`src/rtl/palin_chk_sched.sv`:
```
// Round-robin scheduler sharing one serial palindrome checker among N requesters.
// Optional palindrome statistics counter is built when PALIN_CHK_STATS_EN is defined.
module palin_chk_sched #(
    parameter int unsigned N = 4,
    parameter int unsigned W = 8,
    localparam int unsigned ID_W = $clog2(N)
) (
    input  logic              clk,
    input  logic              rst,
    input  logic [N-1:0]      req,
    input  logic [N*W-1:0]    data_in,
    output logic [N-1:0]      gnt,
    output logic              busy,
    output logic              ser_out,
    output logic              ser_valid,
    output logic              done,
    output logic              is_pal,
    output logic [ID_W-1:0]   done_id,
    output logic [7:0]        pal_count
);

    localparam int unsigned CNT_W = (W > 1) ? $clog2(W) : 1;

    typedef enum logic [1:0] {IDLE, SHIFT, REPORT} state_t;

    state_t            state_q, state_d;
    logic [W-1:0]      sh_q, sh_d;
    logic [W-1:0]      hist_q, hist_d;
    logic [CNT_W-1:0]  cnt_q, cnt_d;
    logic [ID_W-1:0]   last_q, last_d;
    logic [ID_W-1:0]   win_id;
    logic [W-1:0]      win_word;
    int unsigned       idx;
    logic              last_bit;

    logic [N-1:0]      gnt_d;
    logic              busy_d, ser_out_d, ser_valid_d, done_d, is_pal_d;
    logic [ID_W-1:0]   done_id_d;

    function automatic logic palin(input logic [W-1:0] v);
        logic ok;
        ok = 1'b1;
        for (int k = 0; k < int'(W / 2); k++) begin
            if (v[k] != v[W-1-k]) ok = 1'b0;
        end
        return ok;
    endfunction

    // Rotating priority: nearest requester above last_q wins, wrapping
    always_comb begin
        win_id = ID_W'(0);
        idx    = 0;
        for (int i = int'(N); i >= 1; i--) begin
            idx = (int'(last_q) + i) % N;
            if (req[idx]) win_id = ID_W'(idx);
        end
        win_word = data_in[int'(win_id) * W +: W];
    end

    assign last_bit = (cnt_q == CNT_W'(W - 1));

    always_ff @(posedge clk or posedge rst) begin
        if (rst) state_q <= IDLE;
        else     state_q <= state_d;
    end

    always_comb begin
        state_d = state_q;
        case (state_q)
            IDLE:    if (|req) state_d = SHIFT;
            SHIFT:   if (last_bit) state_d = REPORT;
            REPORT:  state_d = IDLE;
            default: state_d = IDLE;
        endcase
    end

    // Next values for the datapath and the registered outputs
    always_comb begin
        sh_d        = sh_q;
        hist_d      = hist_q;
        cnt_d       = cnt_q;
        last_d      = last_q;
        gnt_d       = '0;
        busy_d      = 1'b0;
        ser_out_d   = 1'b0;
        ser_valid_d = 1'b0;
        done_d      = 1'b0;
        is_pal_d    = 1'b0;
        done_id_d   = '0;
        case (state_q)
            IDLE: begin
                if (|req) begin
                    sh_d          = win_word;
                    last_d        = win_id;
                    cnt_d         = '0;
                    gnt_d[win_id] = 1'b1;
                    busy_d        = 1'b1;
                    ser_valid_d   = 1'b1;
                    ser_out_d     = win_word[W-1];
                end
            end
            SHIFT: begin
                sh_d   = sh_q << 1;
                hist_d = W'({hist_q, sh_q[W-1]});
                busy_d = 1'b1;
                if (last_bit) begin
                    cnt_d     = '0;
                    done_d    = 1'b1;
                    is_pal_d  = palin(hist_d);
                    done_id_d = last_q;
                end else begin
                    cnt_d       = cnt_q + CNT_W'(1);
                    ser_valid_d = 1'b1;
                    ser_out_d   = sh_d[W-1];
                end
            end
            default: ;
        endcase
    end

    always_ff @(posedge clk or posedge rst) begin
        if (rst) begin
            sh_q      <= '0;
            hist_q    <= '0;
            cnt_q     <= '0;
            last_q    <= ID_W'(N - 1);
            gnt       <= '0;
            busy      <= 1'b0;
            ser_out   <= 1'b0;
            ser_valid <= 1'b0;
            done      <= 1'b0;
            is_pal    <= 1'b0;
            done_id   <= '0;
        end else begin
            sh_q      <= sh_d;
            hist_q    <= hist_d;
            cnt_q     <= cnt_d;
            last_q    <= last_d;
            gnt       <= gnt_d;
            busy      <= busy_d;
            ser_out   <= ser_out_d;
            ser_valid <= ser_valid_d;
            done      <= done_d;
            is_pal    <= is_pal_d;
            done_id   <= done_id_d;
        end
    end

`ifdef PALIN_CHK_STATS_EN
    logic [7:0] pal_cnt_q;

    // Saturating count of palindrome results, bumped on the REPORT cycle
    always_ff @(posedge clk or posedge rst) begin
        if (rst) begin
            pal_cnt_q <= 8'd0;
        end else if (state_q == REPORT && is_pal && pal_cnt_q != 8'hFF) begin
            pal_cnt_q <= pal_cnt_q + 8'd1;
        end
    end

    assign pal_count = pal_cnt_q;
`else
    assign pal_count = 8'd0;
`endif

endmodule

```
`config.mk`:
```
export PLATFORM = sky130hd
export DESIGN_NAME = palin_chk_sched
export DESIGN_NICKNAME = d
export VERILOG_FILES = /design/src/rtl/palin_chk_sched.sv
export SDC_FILE = /design/constraint.sdc
export NUM_CORES = 1
export LEC_CHECK = 0
export CAP_MARGIN = 5
export CELL_PAD_IN_SITES_DETAIL_PLACEMENT = 0
export CELL_PAD_IN_SITES_GLOBAL_PLACEMENT = 1
export CORE_MARGIN = 2
export CORE_UTILIZATION = 37
export DETAILED_ROUTE_END_ITERATION = 6
export GPL_ROUTABILITY_DRIVEN = 0
export GPL_TIMING_DRIVEN = 0
export PLACE_DENSITY = 0.83
export SYNTH_ARGS = -nofsm -noshare
export SYNTH_HDL_FRONTEND = slang
export SYNTH_SLANG_ARGS = --single-unit
```
`constraint.sdc`:
```
create_clock -name clk -period 4.4 [get_ports clk]
set_input_delay 0.88 -clock clk [delete_from_list [all_inputs] [get_ports clk]]
set_output_delay 0.88 -clock clk [all_outputs]
set_load 0.01 [all_outputs]
```
## Word-level counts from Yosys, hierarchy flattened

Index checks and enable logic that the tools add are counted.
Widths: inputs -> output; s select.

- Bits in registers: 33
- Bits of input ports: 38
- Output and inout port bits: 19
- Logic and storage cells: 80

- Add/subtract/negate cells: 5
- $lt $le $gt $ge: 6
- Equal/unequal tests: 8
- Shift operators: 1
- Mux-type cells: 41
- Reduce and logical (&&, ||, !) cells: 7

Operator list:

| kind | count |
|---|---|
| $shiftx 32x6->8 | 1 |
| $mux 1 | 17 |
| $mux 2 | 8 |
| $pmux 8 s2 | 1 |
| $lt 2x3->1 const B | 5 |
| $bmux 1 s2 | 4 |
| $mux 4 | 2 |
| $mux 8 | 1 |
| $mux 3 | 2 |
| $pmux 1 s2 | 3 |
| $pmux 3 s2 | 1 |
| $reduce_and 2->1 | 3 |
| $add 2x1->2 const B | 2 |
| $add 2x2->2 const B | 2 |
| $ne 1x1->1 | 4 |
| $ne 2x2->1 const B | 2 |
| $pmux 2 s2 | 1 |
| $reduce_or 4->1 | 1 |
| $add 3x1->3 const B | 1 |
| $eq 3x3->1 const B | 1 |
| $demux 1 s2 | 1 |
| $eq 2x1->1 const B | 1 |
| $ge 2x1->1 const B | 1 |
| $logic_not 2->1 | 1 |
| 2 further kinds | 2 |

## Longest topological paths before layout

- Word-level depth: 13
- Gate-level depth with buffers: 8
- Gate-level depth less buffers: 6

## Worst setup path before layout

Ideal clock, no wire load.

- Path kind: input to register
- Start: in req[1]
- End: reg sh_q[0]
- Library setup time: 121 ps
- Arrival time: 2335 ps
- Data required time: 4279 ps
- Slack: 1944 ps
- Cell stages on the path: 6
- Buffers on the path: 1
- Cell sequence: buf_4 mux2i_1 nor2_1 a311oi_4 mux4_1 a22o_1

- Longest elaborated chain between the ends: 9
- Elaborated cells on any way between the ends: 18
- Classes of those cells: eq/ne: 1; shift: 1; mux: 14; reduce/logical: 2

Ends and longest elaborated chain:

| item | line | source |
|---|---|---|
| from (decl) | 10 | `input logic [N-1:0] req,` |
| $bmux 1 s2 | 55 | `if (req[idx]) win_id = ID_W'(idx);` |
| $mux 1 (implied by the code) | 55 |  |
| $mux 2 (4 in series) | 55 |  |
| $shiftx 32x6->8 | 57 | `win_word = data_in[int'(win_id) * W +: W];` |
| $mux 8 | 92 | `if (\|req) begin` |
| $pmux 8 s2 | 90 | `case (state_q)` |
| to (signal assigned) | 123 | `sh_q <= '0;` |
| to (signal assigned) | 135 | `sh_q <= sh_d;` |
| to (decl) | 27 | `logic [W-1:0] sh_q, sh_d;` |

Several ways; a longest one is shown, not always the timed one. The select of a mux whose other input is x is not followed.
A chain may end at the register's enable or synchronous reset.

## Worst setup path in the final report

- Start: in req[0]
- End: reg sh_q[0]

Same word-level chain as after synthesis.

==> metrics.cfg <==
[worst_setup_path]
worstPathMaxFanout = 8
crit_slowest_cell = mux4_1
ff2ff_setup_slack_ns = 2.10
cp-start-kind = input port
rr_startpoint = last_q[1]
crit_buf_inv = 1
path_cells = clkdlybuf4s50_1 -> o21bai_1 -> a21oi_1 -> a311oi_4 -> mux4_1 -> a22o_1
reg2reg_to = sh_q[0]
r2r_cells = 6
required_ns = 4.58
end_kind = flip-flop
cpPeakStageDelay_ns = 0.63
cpLargestDelayFamily = compound AO/OA/AOI/OAI gates
critical_path_class = input port to flip-flop
worstPathArrival_ns = 2.97

[sta]
period_minus_slack_ns = 2.79
slew_headroom = 0.336
post-route-period-util = 0.634
tightest_slew_ns = 0.989
rsz0062_at_grt = no
fin_skew_ns = 0.00504
fmax_mhz = 359
hold_violations = 0
finalMaxSlewViolations = 0
fin_tns_setup_ns = 0
setup_viol = 0

[floorplan]
rows = 24
ios = 57
initial_core_util = 0.389
core-area_mm2 = 0.00441
die_h_um = 72.2
die_x_um = 72.2
dieArea_mm2 = 0.00521

[detailed_routing]
drc = 0
wirelength_mm = 3.73
viasPerCell = 4.88
num_vias = 1396
wl_per_cell_um = 13.0
postRouteAntennaNets = 0
first_pass_iters = 4
drtIter0Drc = 64

[global_route]
overflow = 0
gr-usage-all-layers = 0.156
grt_max_degree = 34
grt_pass1_vias = 1327
grt_pass1_wl_mm = 6.23
antenna_found_initial = 0

[clock_network]
cts_resized = 0
clkSlewWorstSetupHoldPaths_ns = 0.06
clock_latency_ns = 0.29
root_buffer = clkbuf_8
h-tree-depth = 2
cts_buffers = 5
clock_path_buffers = 2
post_cts_buffers = 0
numClockSinks = 33
cts_hold_buf = 0
tritoncts = done

[placement]
placed_cells = 277
place_hpwl_mm = 2.70
portBuffers = 47

[synth]
syn_inst = 171
ys_seq_area_frac = 0.482
synth.avg_cell_area_um2 = 10.1
synthFlopType = dfrtp_1
synth_area_mm2 = 0.00172
synth_top_area_share = 0.451
synth.area.top_cells = dfrtp_1, nand2_1, buf_4
synth-seq-cells = 33
synth_warnings = 0
synth_edf_count = 0
synth_cell_types = 37
yosys.area.top_type = dfrtp_1
async_flop_share = 1.00

[pwr]
leakagePower_nw = 1.10
powerDensity_mw_per_mm2 = 567
vdd_drop_max_v = 0.000170

[finish]
seq_area_um2 = 828
syn_to_final_growth_pct = 41.0
final_layout_size_suffix_gt1_frac = 0.124
instances_no_fill = 286
nets = 273
antenna_cells = 0
nFillCells = 403
multi_input_area_um2 = 792

[worst_hold_path]
hp-class = flip-flop to flip-flop
hold_end = hist_q[6]
holdPathStages = 2
hold_start = hist_q[6]

[run]
cap_violations = 0

[status]
status = completed

## cell usage after synthesis, types with 4 or more instances
master    count
o22ai_1       5
buf_4        10
nor2_1        7
o21ai_0       7
mux2_1        4
a221oi_1      5
nand2_1      33
mux2i_1       5
a22o_1        4
and2_1        4
a21oi_1      12
dfrtp_1      31
## sequential cells by signal, summed over array words and instances, names as in the netlist
| signal | count |
|---|---|
| sh_q | 8 |
| hist_q | 7 |
| gnt | 4 |
| cnt_q | 3 |
| done_id | 2 |
| last_q | 2 |
| state_q | 2 |
| busy | 1 |
| done | 1 |
| is_pal | 1 |
| ser_out | 1 |
| ser_valid | 1 |
## area by class of cell
cell class	instances	share of cell area
plain buffers	16	0.0470
clock buffers	7	0.0356
clock inverters	1	0.0124
inverters	3	0.00464
multi-input cells	126	0.327
flip-flops and latches	33	0.342
well taps	52	0.0268
repair buffers	48	0.205
## cell usage in the layout (no fill, tap or decap), types with 6 or more instances in the layout
cell / netlist / layout
clkdlybuf4s50_1: 0 / 47
nand2_1: 33 / 33
dfrtp_1: 31 / 31
a21oi_1: 12 / 12
buf_4: 10 / 10
conb_1: 1 / 8
nor2_1: 7 / 7
o21ai_0: 7 / 7
clkbuf_8: 0 / 6
## report_power, final
| part | switching [mW] | internal [mW] |
|---|---|---|
| Sequential | 0.0677 | 0.425 |
| Combinational | 0.307 | 0.283 |
| Clock | 0.108 | 0.184 |
| Total | 0.482 | 0.892 |
## worst min-delay path, cell delays in order (launching register included)
cell and delay, ns:
dfrtp_1 0.37, nand2_1 0.05, nand2_1 0.06
## worst max path at each step
stage	from	cells after the start	slack, ns	endpoint
after floorplan	req[1]	6	1.94	sh_q[0]
after global placement	req[0]	6	1.30	sh_q[0]
after detailed placement	req[0]	6	1.28	sh_q[0]
after CTS	req[0]	6	1.59	sh_q[0]
after global routing	req[0]	6	1.49	sh_q[0]
final	req[0]	6	1.61	sh_q[0]
## layer usage
metal  GRT usage  vias to the layer above  routed length (um)
li1            -                      706                   -
met1       0.206                      629                1700
met2       0.252                       55                1750
met3      0.0417                        6                 224
met4      0.0503                        0                  55
met5           0                        -                   0
## metrics by stage
| step | setup WS, ns | utilization | cell area (um^2) | total power, mW | hold WS [ns] |
|---|---|---|---|---|---|
| 6_report | 1.61 | 0.549 | 2420 | 1.37 | 0.508 |
| 3_5_place_dp | 1.28 | 0.517 | 2280 | 1.09 | 0.487 |
| 3_3_place_gp | 1.30 | 0.517 | 2280 | 1.08 | 0.493 |
| 5_1_grt | 1.49 | 0.549 | 2420 | 1.48 | 0.529 |
| 4_1_cts | 1.59 | 0.543 | 2400 | 1.39 | 0.505 |
| 2_1_floorplan | 1.94 | - | 1750 | 0.903 | 0.467 |
## logic make-up (layout without fill, tap and decap cells)
kind of cell	Yosys count	in the layout	synth area share
AOI/OAI and AO/OA	39	39	0.162
xor gates and xnor gates	4	4	0.0204
adders and majority gates	2	2	0.0146
buffers and inverters	19	75	0.0728
DFF	33	33	0.482
muxes	13	13	0.0902
other	1	8	0.00218
and+or+nand+nor	60	60	0.156
No activity file was read; power rests on OpenSTA's default activity.
